===== src/rtl/uart_rx.sv =====
// uart_rx: 8-bit UART receiver with optional parity and an AXI-stream output FIFO.
//
// Ports:
//   clk           in   sole clock, rising edge
//   rst           in   asynchronous active-high reset
//   i_uart_rx     in   UART line, idle high, asynchronous to clk
//   o_tready      in   AXI-stream TREADY from the consumer
//   o_tvalid      out  FIFO holds at least one byte
//   o_tdata       out  byte at the FIFO head (0 after reset)
//   o_parity_err  out  one-cycle pulse: frame dropped on parity mismatch
//   o_frame_err   out  one-cycle pulse: frame dropped, stop bit sampled low
//   o_overflow    out  one-cycle pulse: good byte dropped, FIFO full
//
// Parameters:
//   CLK_FREQ, BAUD_RATE  bit period = round(CLK_FREQ / BAUD_RATE) clocks
//   PARITY               "NONE", "ODD" or "EVEN"
//   FIFO_EA              FIFO depth = 2**FIFO_EA bytes (FIFO_EA >= 1)
module uart_rx #(
    parameter int unsigned CLK_FREQ  = 50000000,
    parameter int unsigned BAUD_RATE = 115200,
    parameter logic [31:0] PARITY    = "NONE",
    parameter int unsigned FIFO_EA   = 2
) (
    input  logic       clk,
    input  logic       rst,
    input  logic       i_uart_rx,
    input  logic       o_tready,
    output logic       o_tvalid,
    output logic [7:0] o_tdata,
    output logic       o_parity_err,
    output logic       o_frame_err,
    output logic       o_overflow
);

    localparam int unsigned BAUD_CYCLES = (CLK_FREQ + BAUD_RATE / 2) / BAUD_RATE;
    localparam int unsigned HALF_CYCLES = BAUD_CYCLES / 2;
    localparam logic [31:0] BAUD_LAST   = 32'(BAUD_CYCLES - 1);
    localparam logic [31:0] HALF_LAST   = (HALF_CYCLES > 0) ? 32'(HALF_CYCLES - 1) : 32'd0;

    localparam logic [31:0] PAR_ODD_STR  = {8'd0, "ODD"};
    localparam logic [31:0] PAR_EVEN_STR = "EVEN";
    localparam bit          PAR_ODD      = (PARITY == PAR_ODD_STR);
    localparam bit          PAR_EN       = PAR_ODD || (PARITY == PAR_EVEN_STR);

    localparam int unsigned DEPTH = 1 << FIFO_EA;
    localparam int unsigned PW    = FIFO_EA + 1;

    typedef enum logic [2:0] {
        S_IDLE,
        S_START,
        S_DATA,
        S_PARITY,
        S_STOP,
        S_WAIT_HIGH
    } state_t;

    // ------------------------------------------------------------------
    // Line synchronizer (resets to idle-high so reset never looks like a start)
    // ------------------------------------------------------------------
    logic [1:0] sync_q;
    logic       rx_s;

    always_ff @(posedge clk or posedge rst) begin
        if (rst) begin
            sync_q <= 2'b11;
        end else begin
            sync_q <= {sync_q[0], i_uart_rx};
        end
    end

    assign rx_s = sync_q[1];

    // ------------------------------------------------------------------
    // Receive FSM state and datapath registers
    // ------------------------------------------------------------------
    state_t      state_q, state_d;
    logic [31:0] cnt_q, cnt_d;
    logic [2:0]  bit_q, bit_d;
    logic [7:0]  shift_q, shift_d;
    logic        par_bad_q, par_bad_d;
    logic        perr_q, perr_d;
    logic        ferr_q, ferr_d;
    logic        ovf_q, ovf_d;
    logic        push_c;
    logic        par_exp_c;

    always_ff @(posedge clk or posedge rst) begin
        if (rst) begin
            state_q   <= S_IDLE;
            cnt_q     <= 32'd0;
            bit_q     <= 3'd0;
            shift_q   <= 8'd0;
            par_bad_q <= 1'b0;
            perr_q    <= 1'b0;
            ferr_q    <= 1'b0;
            ovf_q     <= 1'b0;
        end else begin
            state_q   <= state_d;
            cnt_q     <= cnt_d;
            bit_q     <= bit_d;
            shift_q   <= shift_d;
            par_bad_q <= par_bad_d;
            perr_q    <= perr_d;
            ferr_q    <= ferr_d;
            ovf_q     <= ovf_d;
        end
    end

    // Expected parity bit for the byte just shifted in
    assign par_exp_c = PAR_ODD ? ~^shift_q : ^shift_q;

    // Next-state logic; the bit counter restarts at every sample point so
    // rounding error never accumulates across the frame
    always_comb begin
        state_d   = state_q;
        cnt_d     = cnt_q + 32'd1;
        bit_d     = bit_q;
        shift_d   = shift_q;
        par_bad_d = par_bad_q;
        perr_d    = 1'b0;
        ferr_d    = 1'b0;
        push_c    = 1'b0;

        case (state_q)
            S_IDLE: begin
                cnt_d     = 32'd0;
                par_bad_d = 1'b0;
                if (!rx_s) begin
                    state_d = S_START;
                end
            end

            S_START: begin
                if (cnt_q == HALF_LAST) begin
                    cnt_d   = 32'd0;
                    bit_d   = 3'd0;
                    // A start bit that is high again at mid-bit was a glitch
                    state_d = rx_s ? S_IDLE : S_DATA;
                end
            end

            S_DATA: begin
                if (cnt_q == BAUD_LAST) begin
                    cnt_d   = 32'd0;
                    shift_d = {rx_s, shift_q[7:1]};
                    bit_d   = bit_q + 3'd1;
                    if (bit_q == 3'd7) begin
                        state_d = PAR_EN ? S_PARITY : S_STOP;
                    end
                end
            end

            S_PARITY: begin
                if (cnt_q == BAUD_LAST) begin
                    cnt_d     = 32'd0;
                    par_bad_d = (rx_s != par_exp_c);
                    state_d   = S_STOP;
                end
            end

            S_STOP: begin
                if (cnt_q == BAUD_LAST) begin
                    cnt_d = 32'd0;
                    // Framing error outranks parity error
                    if (!rx_s) begin
                        ferr_d  = 1'b1;
                        state_d = S_WAIT_HIGH;
                    end else begin
                        state_d = S_IDLE;
                        if (par_bad_q) begin
                            perr_d = 1'b1;
                        end else begin
                            push_c = 1'b1;
                        end
                    end
                end
            end

            S_WAIT_HIGH: begin
                // A line stuck low (break) must not be taken as a new start
                cnt_d = 32'd0;
                if (rx_s) begin
                    state_d = S_IDLE;
                end
            end

            default: begin
                state_d = S_IDLE;
                cnt_d   = 32'd0;
            end
        endcase
    end

    // ------------------------------------------------------------------
    // Output FIFO: pointers carry one extra wrap bit to tell full from empty
    // ------------------------------------------------------------------
    logic [7:0]         mem_q [DEPTH];
    logic [PW-1:0]      wr_ptr_q, rd_ptr_q;
    logic [FIFO_EA-1:0] wr_idx, rd_idx;
    logic               empty_c, full_c, pop_c, push_ok_c;

    assign wr_idx    = wr_ptr_q[FIFO_EA-1:0];
    assign rd_idx    = rd_ptr_q[FIFO_EA-1:0];
    assign empty_c   = (wr_ptr_q == rd_ptr_q);
    assign full_c    = (wr_ptr_q[FIFO_EA] != rd_ptr_q[FIFO_EA]) && (wr_idx == rd_idx);
    assign pop_c     = !empty_c && o_tready;
    // A pop in the same cycle frees the slot the push lands in
    assign push_ok_c = push_c && (!full_c || pop_c);
    assign ovf_d     = push_c && full_c && !pop_c;

    always_ff @(posedge clk or posedge rst) begin
        if (rst) begin
            for (int i = 0; i < DEPTH; i++) begin
                mem_q[i] <= 8'd0;
            end
            wr_ptr_q <= '0;
            rd_ptr_q <= '0;
        end else begin
            if (push_ok_c) begin
                mem_q[wr_idx] <= shift_q;
                wr_ptr_q      <= wr_ptr_q + PW'(1);
            end
            if (pop_c) begin
                rd_ptr_q <= rd_ptr_q + PW'(1);
            end
        end
    end

    // ------------------------------------------------------------------
    // Outputs
    // ------------------------------------------------------------------
    assign o_tvalid     = !empty_c;
    assign o_tdata      = mem_q[rd_idx];
    assign o_parity_err = perr_q;
    assign o_frame_err  = ferr_q;
    assign o_overflow   = ovf_q;

endmodule


===== config.mk =====
export PLATFORM = sky130hd
export DESIGN_NAME = uart_rx
export DESIGN_NICKNAME = d
export VERILOG_FILES = /design/src/rtl/uart_rx.sv
export SDC_FILE = /design/constraint.sdc
export NUM_CORES = 1
export LEC_CHECK = 0
export CAP_MARGIN = 30
export CORE_ASPECT_RATIO = 0.7
export CORE_UTILIZATION = 61
export CTS_BUF_LIST = sky130_fd_sc_hd__clkbuf_16
export DETAILED_ROUTE_END_ITERATION = 8
export PLACE_DENSITY_LB_ADDON = 0.05
export SLEW_MARGIN = 20
export SYNTH_ARGS = -nofsm -noshare
export SYNTH_HDL_FRONTEND = slang
export SYNTH_SLANG_ARGS = --single-unit

===== constraint.sdc =====
create_clock -name clk -period 4 [get_ports clk]
set_input_delay 0.8 -clock clk [delete_from_list [all_inputs] [get_ports clk]]
set_output_delay 0.8 -clock clk [all_outputs]
set_load 0.005 [all_outputs]

==> impl_results.md <==
* Run status: finished, final reports clean
* Final Hold Violating Endpoints at 0
* Cell count of the worst hold path at 0
* Clk_skew at 0.00660 ns
* Most common cell after layout, fill and taps aside: dfrtp_1
* DP HPWL at 5670 um
* Avg Cell Area, Syn at 11.7 sq um
* Global-route met3 utilization at 5.24%
* Unrepaired setup endpoints after global routing: no
* Post-Synthesis Net Count at 398
* Met1 GRT Util at 37.8%
* Clock Power Share at 48.7%
* # DRC at 0
* Share of cells above drive strength 1 at 18.2%
* Setup Crit Path Kind: reg2out
* CP startpoint kind: register
* Reg2reg start: cnt_q[26]
* Lkg Pwr at 2.22 nW
* Largest family of logic cells by synthesized area: simple AND/OR/NAND/NOR gates
* Hold buffers post-CTS at 0
* Clock sink count at 90
* Clock slew at reported path FFs at 0.06 ns
* ANT nets after route at 0
* Least-Margin Pin Slew at 0.764 ns
* Worst slew margin at 48.9%
* IO buf count at 15
* Startpoint of the worst hold path: sync_q[0]
* CP endpoint kind: output port
* Most utilized layer in the global route result: met1
* Max VDD drop at 232 uV
* Buffers inserted by post-CTS timing repair at 0
* CTS tree: done
* Mapped Area at 4480 sq um
* Cell area after layout at 5030 sq um
* Router iterations before antenna repair at 5
* Worst slack, placed at 1.29 ns
* Worst hold endpoint: sync_q[1]
* Most frequent cells in the layout: 88 x dfrtp_1, 42 x nor2_1, 38 x xnor2_1
* DIE WIDTH at 104 um
* Die area at 7700 sq um
* Final worst-path cycle share at 74.5%
* Sw Ratio at 20.0%
* Multiplexer share of the synthesized area at 15.3%
* Post-synth EDFFs at 0
* Worst hold path class: reg2reg
* Initial core utilization at 64.9%
* M2 GR Usage at 36.7%
* Detailed Route Iter0 Violations at 143
* Worst skew pair latency at 0.33 ns
* Routed WL at 8460 um
* CTS Buffer Depth at 2
* R2r worst-path depth at 6
* Final setup viols at 0
* Placer congestion estimate at 0.788
* Drt wl/cell at 17.1 um
* Grt ovf at 0
* Clk root buf: clkbuf_16
* Min Clock Period, post-route at 2.98 ns
* CP arrival at 2.18 ns
* FFs w/ async S/R, synth at 100%
* Distinct cells, synth at 46
* Post-CTS Resized at 0
* FF/Latch Area at 2250 sq um
* Inserted Clock Buffers at 9
* Setup TNS at 0 ns
* GRT Util Overall at 25.1%
* Post-Synth Simple-Gate Area at 17.8%
* P&R area growth vs syn at 12.2%
* Multi-input gate area at 2100 sq um
* Initial antenna violation count at 0
* Worst reg2reg endpoint: cnt_q[3]
* Maximum fanout along the worst path at 11
* Layout fillers at 494
* Fmax at 336 MHz
* Synth Area in XOR/XNOR at 8.79%
* Pin count of the biggest net entering global routing at 66
* Sequential Power Share at 49.9%
* Pwr Total at 0.00183 W
* Number of H-tree levels at 3
* Vias per cell at 5.72
* Nets at 411
* N_diodes at 0
* Logic pwr share at 1.3%
* Core area at 6910 sq um
* Cell Rows at 25
* Slew Viols, Final at 0
* YS warnings at 0
* Switch Pwr at 0.000366 W
* Synth Area in Compound Gates at 1.93%
* Die Y at 73.7 um
* Post-DP Area at 4710 sq um
* Worst Path Required at 3.20 ns
* Post-synthesis sequential area ratio at 50.3%
* Reg2reg setup slack at 1.54 ns
* Maxcap violations at 0
* Vias in the first global route at 2,831
* First-pass GRT wire length at 14,600 um
* Post-synthesis adder-cell area fraction at 3.07%
* Final WS setup at 1.02 ns
* Synth Flop Type: dfrtp_1
* Post-Synthesis Cells at 383
* Via count at 2,833
* Io pins at 16
* Int Pwr at 0.00146 W
* Pwr dens at 364 nW/um^2
* Synth Register Bits at 90
-- sequential cells by signal (all words and copies together) (netlist names) --
signal        cells
bit_q             3
cnt_q            32
mem_q            32
o_frame_err       1
o_overflow        1
o_parity_err      1
par_bad_q         1
rd_ptr_q          3
shift_q           8
state_q           3
sync_q            2
wr_ptr_q          3
-- power groups by stage --
| stage | Clock (W) | Sequential, W | Combinational, W |
|---|---|---|---|
| 2_1_floorplan | 0 | 0.000929 | 0.0000162 |
| 3_3_place_gp | 0 | 0.000931 | 0.0000260 |
| 3_5_place_dp | 0 | 0.000931 | 0.0000263 |
| 4_1_cts | 0.000909 | 0.000914 | 0.0000263 |
| 5_1_grt | 0.000945 | 0.000913 | 0.0000291 |
| 6_report | 0.000891 | 0.000914 | 0.0000247 |
-- worst max-delay path: stages, from the launching register on --
cell	delay [ns]
dfrtp_1	0.78
mux4_2	0.60
clkdlybuf4s50_1	0.47
-- how the worst max path moves through the flow --
stage,from,end,depth (start not counted)
after global placement,o_tready,mem_q[25],5
after global routing,rd_ptr_q[0],o_tdata[4],2
after detailed placement,o_tready,mem_q[27],5
final,rd_ptr_q[0],o_tdata[7],2
after CTS,rd_ptr_q[0],o_tdata[7],2
after floorplan,rst,bit_q[0],1
-- cells by family after synthesis --
family / count (synthesis)
mux: 53
xor+xnor: 45
buf+inv: 31
flops: 90
simple gates: 141
fa+ha+maj: 11
compound gates: 12
-- area by class of cell --
cell class | count | share of cell area, %
Sequential cell | 90 | 44.8
Multi-Input combinational cell | 262 | 41.8
Clock buffer | 9 | 4.48
Timing Repair Buffer | 17 | 3.53
Tap cell | 94 | 2.34
Clock inverter | 7 | 1.84
Inverter | 16 | 1.22
-- cells in the mapped netlist, types with 3 or more instances --
library cell,count,area share (%)
dfrtp_1,88,49
nor2_1,42,3.5
xnor2_1,38,7.4
mux2_2,31,7.8
nand2_1,20,1.7
inv_1,16,1.3
nor4_1,15,2.1
nand3_1,14,1.6
nor3_1,14,1.6
mux2_1,12,3.0
ha_1,11,3.1
mux4_2,8,4.0
buf_2,7,0.78
clkbuf_1,7,0.59
xor2_1,7,1.4
and4_1,5,0.98
nand4_1,5,0.70
nand3_4,3,1.2
o21ai_0,3,0.33
-- routing by layer --
| metal | vias to the layer above | routed length (um) |
|---|---|---|
| met3 | 7 | 256 |
| met2 | 38 | 3800 |
| met1 | 1416 | 4300 |
| met5 | - | 0 |
| met4 | 0 | 98 |
| li1 | 1372 | - |
-- stage by stage --
step / cells / util, % / hold WS, ns
after global placement: 479 / 68.2 / 0.347
after floorplan: 383 / - / 0.345
after CTS: 495 / 72.8 / 0.357
final: 495 / 72.8 / 0.356
after detailed placement: 479 / 68.2 / 0.349
after global routing: 495 / 72.8 / 0.364
Power figures use the tool's default switching activity.
